--- src/rtl/qpsk_demod.sv ---
// QPSK receive slicer: hunts for a symbol-aligned sync byte, then descrambles
// the fixed-length payload with a 5-stage m-sequence and emits bytes.
module qpsk_demod #(
    parameter logic [4:0]  PN_SEED     = 5'b00001,
    parameter logic [7:0]  SYNC_WORD   = 8'hA5,
    parameter int unsigned FRAME_BYTES = 16
) (
    input  logic       CLK_50MHZ,
    input  logic       RESET,
    input  logic       in_valid,
    input  logic [7:0] dataI,
    input  logic [7:0] dataQ,
    output logic [7:0] data_out,
    output logic       data_valid,
    output logic       locked,
    output logic       frame_done
);

    typedef enum logic {HUNT, LOCKED} state_t;

    state_t     state_q, state_d;
    logic [7:0] win_q, win_d;
    logic [7:0] shift_q, shift_d;
    logic [7:0] byte_cnt_q, byte_cnt_d;
    logic [1:0] sym_cnt_q, sym_cnt_d;
    logic [4:0] lfsr_q, lfsr_d;
    logic [7:0] data_out_q, data_out_d;
    logic       data_valid_q, data_valid_d;
    logic       frame_done_q, frame_done_d;

    logic       bit_i, bit_q, pn_i, pn_q, last_byte;
    logic [4:0] lfsr_mid;
    logic [7:0] win_next, shift_next;
    logic       sample_lsbs_unused;

    // Hard decision is the sign bit alone; magnitude carries no information here.
    assign bit_i = dataI[7];
    assign bit_q = dataQ[7];
    assign sample_lsbs_unused = ^{dataI[6:0], dataQ[6:0]};

    // The LFSR steps twice per symbol: I uses the current PN bit, Q the next one.
    assign lfsr_mid   = {lfsr_q[3:0], lfsr_q[4] ^ lfsr_q[2]};
    assign pn_i       = lfsr_q[4];
    assign pn_q       = lfsr_mid[4];
    assign win_next   = {win_q[5:0], bit_i, bit_q};
    assign shift_next = {shift_q[5:0], bit_i ^ pn_i, bit_q ^ pn_q};
    assign last_byte  = (byte_cnt_q == 8'(FRAME_BYTES - 1));

    always_comb begin
        state_d      = state_q;
        win_d        = win_q;
        shift_d      = shift_q;
        byte_cnt_d   = byte_cnt_q;
        sym_cnt_d    = sym_cnt_q;
        lfsr_d       = lfsr_q;
        data_out_d   = data_out_q;
        data_valid_d = 1'b0;
        frame_done_d = 1'b0;

        if (in_valid) begin
            case (state_q)
                HUNT: begin
                    if (win_next == SYNC_WORD) begin
                        state_d    = LOCKED;
                        lfsr_d     = PN_SEED;
                        sym_cnt_d  = '0;
                        byte_cnt_d = '0;
                        shift_d    = '0;
                        win_d      = '0;
                    end else begin
                        win_d = win_next;
                    end
                end
                LOCKED: begin
                    lfsr_d    = {lfsr_mid[3:0], lfsr_mid[4] ^ lfsr_mid[2]};
                    shift_d   = shift_next;
                    sym_cnt_d = sym_cnt_q + 2'd1;
                    if (sym_cnt_q == 2'd3) begin
                        data_out_d   = shift_next;
                        data_valid_d = 1'b1;
                        byte_cnt_d   = byte_cnt_q + 8'd1;
                        if (last_byte) begin
                            frame_done_d = 1'b1;
                            state_d      = HUNT;
                            win_d        = '0;
                        end
                    end
                end
                default: state_d = HUNT;
            endcase
        end
    end

    always_ff @(posedge CLK_50MHZ or posedge RESET) begin
        if (RESET) begin
            state_q      <= HUNT;
            win_q        <= '0;
            shift_q      <= '0;
            byte_cnt_q   <= '0;
            sym_cnt_q    <= '0;
            lfsr_q       <= PN_SEED;
            data_out_q   <= '0;
            data_valid_q <= 1'b0;
            frame_done_q <= 1'b0;
        end else begin
            state_q      <= state_d;
            win_q        <= win_d;
            shift_q      <= shift_d;
            byte_cnt_q   <= byte_cnt_d;
            sym_cnt_q    <= sym_cnt_d;
            lfsr_q       <= lfsr_d;
            data_out_q   <= data_out_d;
            data_valid_q <= data_valid_d;
            frame_done_q <= frame_done_d;
        end
    end

    assign data_out   = data_out_q;
    assign data_valid = data_valid_q;
    assign frame_done = frame_done_q;
    assign locked     = (state_q == LOCKED);

endmodule

--- config.mk ---
export PLATFORM = sky130hd
export DESIGN_NAME = qpsk_demod
export DESIGN_NICKNAME = d
export VERILOG_FILES = /design/src/rtl/qpsk_demod.sv
export SDC_FILE = /design/constraint.sdc
export NUM_CORES = 1
export LEC_CHECK = 0
export BUFFER_PORTS_ARGS = -buffer_cell sky130_fd_sc_hd__buf_2
export CORE_ASPECT_RATIO = 1.2
export CORE_UTILIZATION = 30
export CTS_CLUSTER_DIAMETER = 50
export DETAILED_ROUTE_END_ITERATION = 10
export HOLD_SLACK_MARGIN = 0.03
export MAX_ROUTING_LAYER = met4
export PLACE_DENSITY_LB_ADDON = 0.2
export SETUP_SLACK_MARGIN = 0.4
export SYNTH_ARGS = -nofsm -noshare
export SYNTH_HDL_FRONTEND = slang
export SYNTH_SLANG_ARGS = --single-unit
--- constraint.sdc ---
create_clock -name CLK_50MHZ -period 4 [get_ports CLK_50MHZ]
set_clock_uncertainty 0.05 [all_clocks]
set_input_delay 1.2 -clock CLK_50MHZ [delete_from_list [all_inputs] [get_ports CLK_50MHZ]]
set_output_delay 1.2 -clock CLK_50MHZ [all_outputs]
set_load 0.02 [all_outputs]
[Word level (Yosys, flattened, before mapping)]
Index checks and enable logic that the tools add are counted.
Cells by class
  $add $sub $neg: 2
  equal/unequal tests: 6
  muxes and demuxes: 23
  bitwise logic cells: 5
  reductions and logical operators: 4
Operator list (count)
  $pmux W6 S2: 2
  $mux W6: 3
  $mux W8: 2
  $pmux W8 S2: 1
  $mux W1: 10
  $pmux W5 S2: 1
  $reduce_and A3 Y1: 3
  $add A8 B1 Y8 const B: 1
  $eq A8 B4 Y1 const B: 1
  $eq A8 B8 Y1 const B: 1
  $mux W5: 1
  $ne A2 B1 Y1 const B: 2
  $pmux W2 S2: 1
  $xor A1 B1 Y1: 4
  $add A2 B1 Y2 const B: 1
  $eq A2 B2 Y1 const B: 1
  $mux W2: 1
  $ne A2 B2 Y1 const B: 1
  $pmux W1 S2: 1
  $reduce_and A2 Y1: 1
  $not A1 Y1: 1
Word-level totals
  bits in registers: 38
  input port bits: 19
  output and inout port bits: 11
  word-level logic and storage cells: 49

[Depth between registers and ports, before layout]
  word-level depth: 5
  depth in mapped cells: 6
  depth with buffers taken out: 6

[Worst setup path before layout]
Ideal clock, no wire load.
  kind: input-to-reg
  start: in dataI[7]
  end: reg lfsr_q[2]
  library setup time: 0.121 ns
  arrival: 2.172 ns
  data required time: 3.829 ns
  slack: 1.657 ns
  cell stages on the path: 6
  buffers on the path: 2
  cell sequence: and4bb_1 > a21oi_1 > nand2b_1 > buf_2 > buf_2 > a22o_1
Between the ends
  word-level cells in the longest chain between the ends: 3
RTL lines
  from (decl): RTL line 11  | input logic [7:0] dataI,
  $eq A8 B8 Y1: RTL line 63  | if (win_next == SYNC_WORD) begin
  $ne A2 B2 Y1 (no source line)
  $reduce_and A2 Y1 (no source line)
  to (signal assigned): RTL line 111  | lfsr_q <= lfsr_d;
  to (decl): RTL line 26  | logic [4:0] lfsr_q, lfsr_d;
No other way between the ends.
A chain may end at the register's enable or synchronous reset.

[Final worst setup path]
  start: in in_valid
  end: reg byte_cnt_q[4]
Between the ends
  word-level cells in the longest chain between the ends: 1
RTL lines
  from (decl): RTL line 10  | input logic in_valid,
  $reduce_and A3 Y1 (no source line)
  to (signal assigned): RTL line 109  | byte_cnt_q <= byte_cnt_d;
  to (decl): RTL line 24  | logic [7:0] byte_cnt_q, byte_cnt_d;
No other way between the ends.

==> impl_metrics.toml <==
[logic_synthesis]
syn_area_mm2 = 0.001614
synth_adder_area_share = 0.01550
synthCells = 139
yosys_most_used_dff = "dfrtp_1"
synth_compound_area_frac = 0.1512
synth_edf_count = 0
syn-num-nets = 160
ys_seq_elements = 38
yosysTopAreaCell = "dfrtp_1"
ys_seq_area_frac = 0.5899
synthTopCellsByArea = "dfrtp_1, a22o_1, nand2_1"
synthDistinctLibCells = 36
ys_warn_count = 0
synth_xor_area_frac = 0.02713
async_flop_share = 1.000
yosys.area_share.simple = 0.1760
yosys-mux-area-fraction = 0.01938
synth_top_family_by_area = "simple AND/OR/NAND/NOR gates"
synth_top_cell_area_share = 0.5736
syn_avg_cell_area_um2 = 11.61

[timing]
drv_slew = 0
finalHoldViolCount = 0
max_slew_margin = 0.5556
period_minus_slack_ns = 2.745
rsz0062_at_grt = "false"
setup_tns_ns = 0
clock.fmax_mhz = 364.3
finalCritPeriodShare = 0.6863
tightest_slew_ns = 0.6666
finalSetupViolations = 0

[place]
numPortBuffers = 15
hpwl_mm = 2.201
gp_congestion = 0.7715
post_dp_cell_area_mm2 = 0.001753
placed_cells = 211

[clock_network]
cts_tree = "built"
cts_made_buffers = 5
numClockSinks = 38
cts_setup_buffers = 0
clock-root-buffer = "clkbuf_8"
post_cts_resized = 0
worst_skew_pair.late_latency_ns = 0.29
htreeDepth = 2
hold_buffers = 0
path_clk_slew_ns = 0.08
cts_buffer_depth = 2

[critical_path]
slowest_stage = "and2_1"
endpoint = "byte_cnt_q[4]"
crit_buf_inv = 2
required_ns = 4.12
r2r_slack_ns = 1.80
r2r_start = "locked"
cp_slowest_stage_delay_ns = 0.43
endpoint_kind = "flip-flop"
r2r-end = "byte_cnt_q[4]"
crit_cells = 7
worst_setup_path_start_kind = "primary input"
path_delay_family = "simple AND/OR/NAND/NOR gates"
arrival_ns = 2.87
crit_fanout = 15
rr_worst_depth = 6
crit_type = "primary input to flip-flop"
startpoint = "in_valid"
path_cells = "buf_2 > and2_1 > nand2_1 > inv_1 > nand4_1 > nand3_1 > o21ai_1"

[power]
power.density_mw_per_mm2 = 610.4
p_leak_nw = 0.8818
power_mw = 1.126
ir_worst_vdd_v = 0.0002122

[floorplanning]
die_w_um = 68.96
fp.coreArea_mm2 = 0.005045
pin_count = 30
start_util = 0.3199
rows = 28
die_y_um = 82.35
dieArea_mm2 = 0.005679

[global_route]
grt.overflow.total = 0
antenna_found_initial = 0
track_usage = 0.1418
grt_start_max_net_pins = 39
grt_pass1_wl_mm = 5.637
grt_pass1_vias = 1153

[route]
vias = 1119
wire_per_inst_um = 14.73
drt-pass1-iter-count = 4
top_layer_used = "met4"
via_per_inst = 5.110
wirelength_met1_mm = 1.490
dr.first_iter.drc_count = 58
finalWirelength_mm = 3.226
met2_wirelength_mm = 1.584
drc = 0
ant_nets = 0
wl_met3_um = 110

[final_layout]
drive_above_1_share = 0.1950
design_area_mm2 = 0.001844
num_antenna_cells = 0
multi_input_area_um2 = 628.1
fin_cells = 219
synthToLayoutAreaGrowth_pct = 14.26
seqCellArea_um2 = 952.2
num-nets-final = 179
fillers = 511

[status]
outcome = "completed"

[min_path]
hold_class = "flip-flop to flip-flop"

[flow_run]
drv_cap = 0
## layout by cell type (no fill, tap or decap), drive strengths merged, types with 2 or more instances in the layout
| cell type | instances |
|---|---|
| and2 | 3 |
| xnor2 | 4 |
| nor2 | 4 |
| nor2b | 2 |
| nand3 | 6 |
| buf | 16 |
| dfrtp | 37 |
| nand4 | 3 |
| a22o | 15 |
| a31oi | 2 |
| nand2 | 24 |
| o2bb2ai | 4 |
| clkbuf | 7 |
| o21ai | 5 |
| inv | 4 |
| ha | 2 |
| mux2i | 2 |
| a21oi | 3 |
| and4bb | 2 |
## flip-flops by register name (all words and copies together), names as in the netlist
name,cells
lfsr_q,5
shift_q,6
frame_done,1
byte_cnt_q,8
data_out,8
sym_cnt_q,2
win_q,6
data_valid,1
locked,1
## Yosys cell counts (all sizes together) (2+ instances only)
master   count
a21oi        3
nor2b        2
a31oi        2
o21ai        5
o2bb2ai      4
and4bb       2
xnor2        4
nand3        6
and2         3
nor2         4
dfrtp       37
nand2       24
ha           2
a22o        15
buf          3
nand4        3
mux2i        2
inv          4
## cell families after synthesis
family                   Yosys count
buffers and inverters              8
adder cells (fa/ha/maj)            2
multiplexers                       3
flip-flops                        38
AO/OA/AOI/OAI                     32
XOR/XNOR                           5
AND/OR/NAND/NOR                   51
## area by class of cell
type | instances | share of cell area
sequential | 38 | 0.5163
multi-input combinational | 93 | 0.3406
clock buffer | 7 | 0.04681
timing repair buffer | 16 | 0.04478
tap | 60 | 0.04071
inverter | 4 | 0.008141
clock inverter | 1 | 0.002714
## worst register-to-register path, stage by stage, from the launching register on
cell and delay (ns):
dfrtp_1 0.49, and2_1 0.47, nand2_1 0.30, inv_1 0.43, nand4_1 0.18, nand3_1 0.11, o21ai_1 0.06
## per-layer routing
layer	track usage	up-vias
met5	-	-
met4	0.05714	0
met3	0.04121	4
met2	0.2117	14
met1	0.1788	564
li1	-	537
## worst min path at each step
stage | startpoint | to | slack [ns] | cells after the start
CTS | data_out[5] | data_out[5] | 0.43 | 2
global placement | data_out[6] | data_out[6] | 0.41 | 2
finish | data_out[6] | data_out[6] | 0.42 | 2
floorplan | shift_q[4] | data_out[6] | 0.39 | 2
global route | data_out[3] | data_out[3] | 0.46 | 2
detailed placement | data_out[6] | data_out[6] | 0.41 | 2
## where the power goes
part           switching (mW)  total [mW]  internal [mW]
registers              0.0842       0.576          0.492
clock network           0.129       0.268          0.139
logic                   0.161       0.282          0.121
total                   0.374        1.13          0.752
## stage by stage
stage          hold slack, ns  setup WS [ns]  utilization
2_1_floorplan          0.3896          1.657            -
3_3_place_gp           0.4053         0.9820       0.3475
3_5_place_dp           0.4075         0.9489       0.3475
4_1_cts                0.4254          1.263       0.3656
5_1_grt                0.4551          1.017       0.3656
6_report               0.4185          1.255       0.3656
No activity file was read; power rests on OpenSTA's default activity.
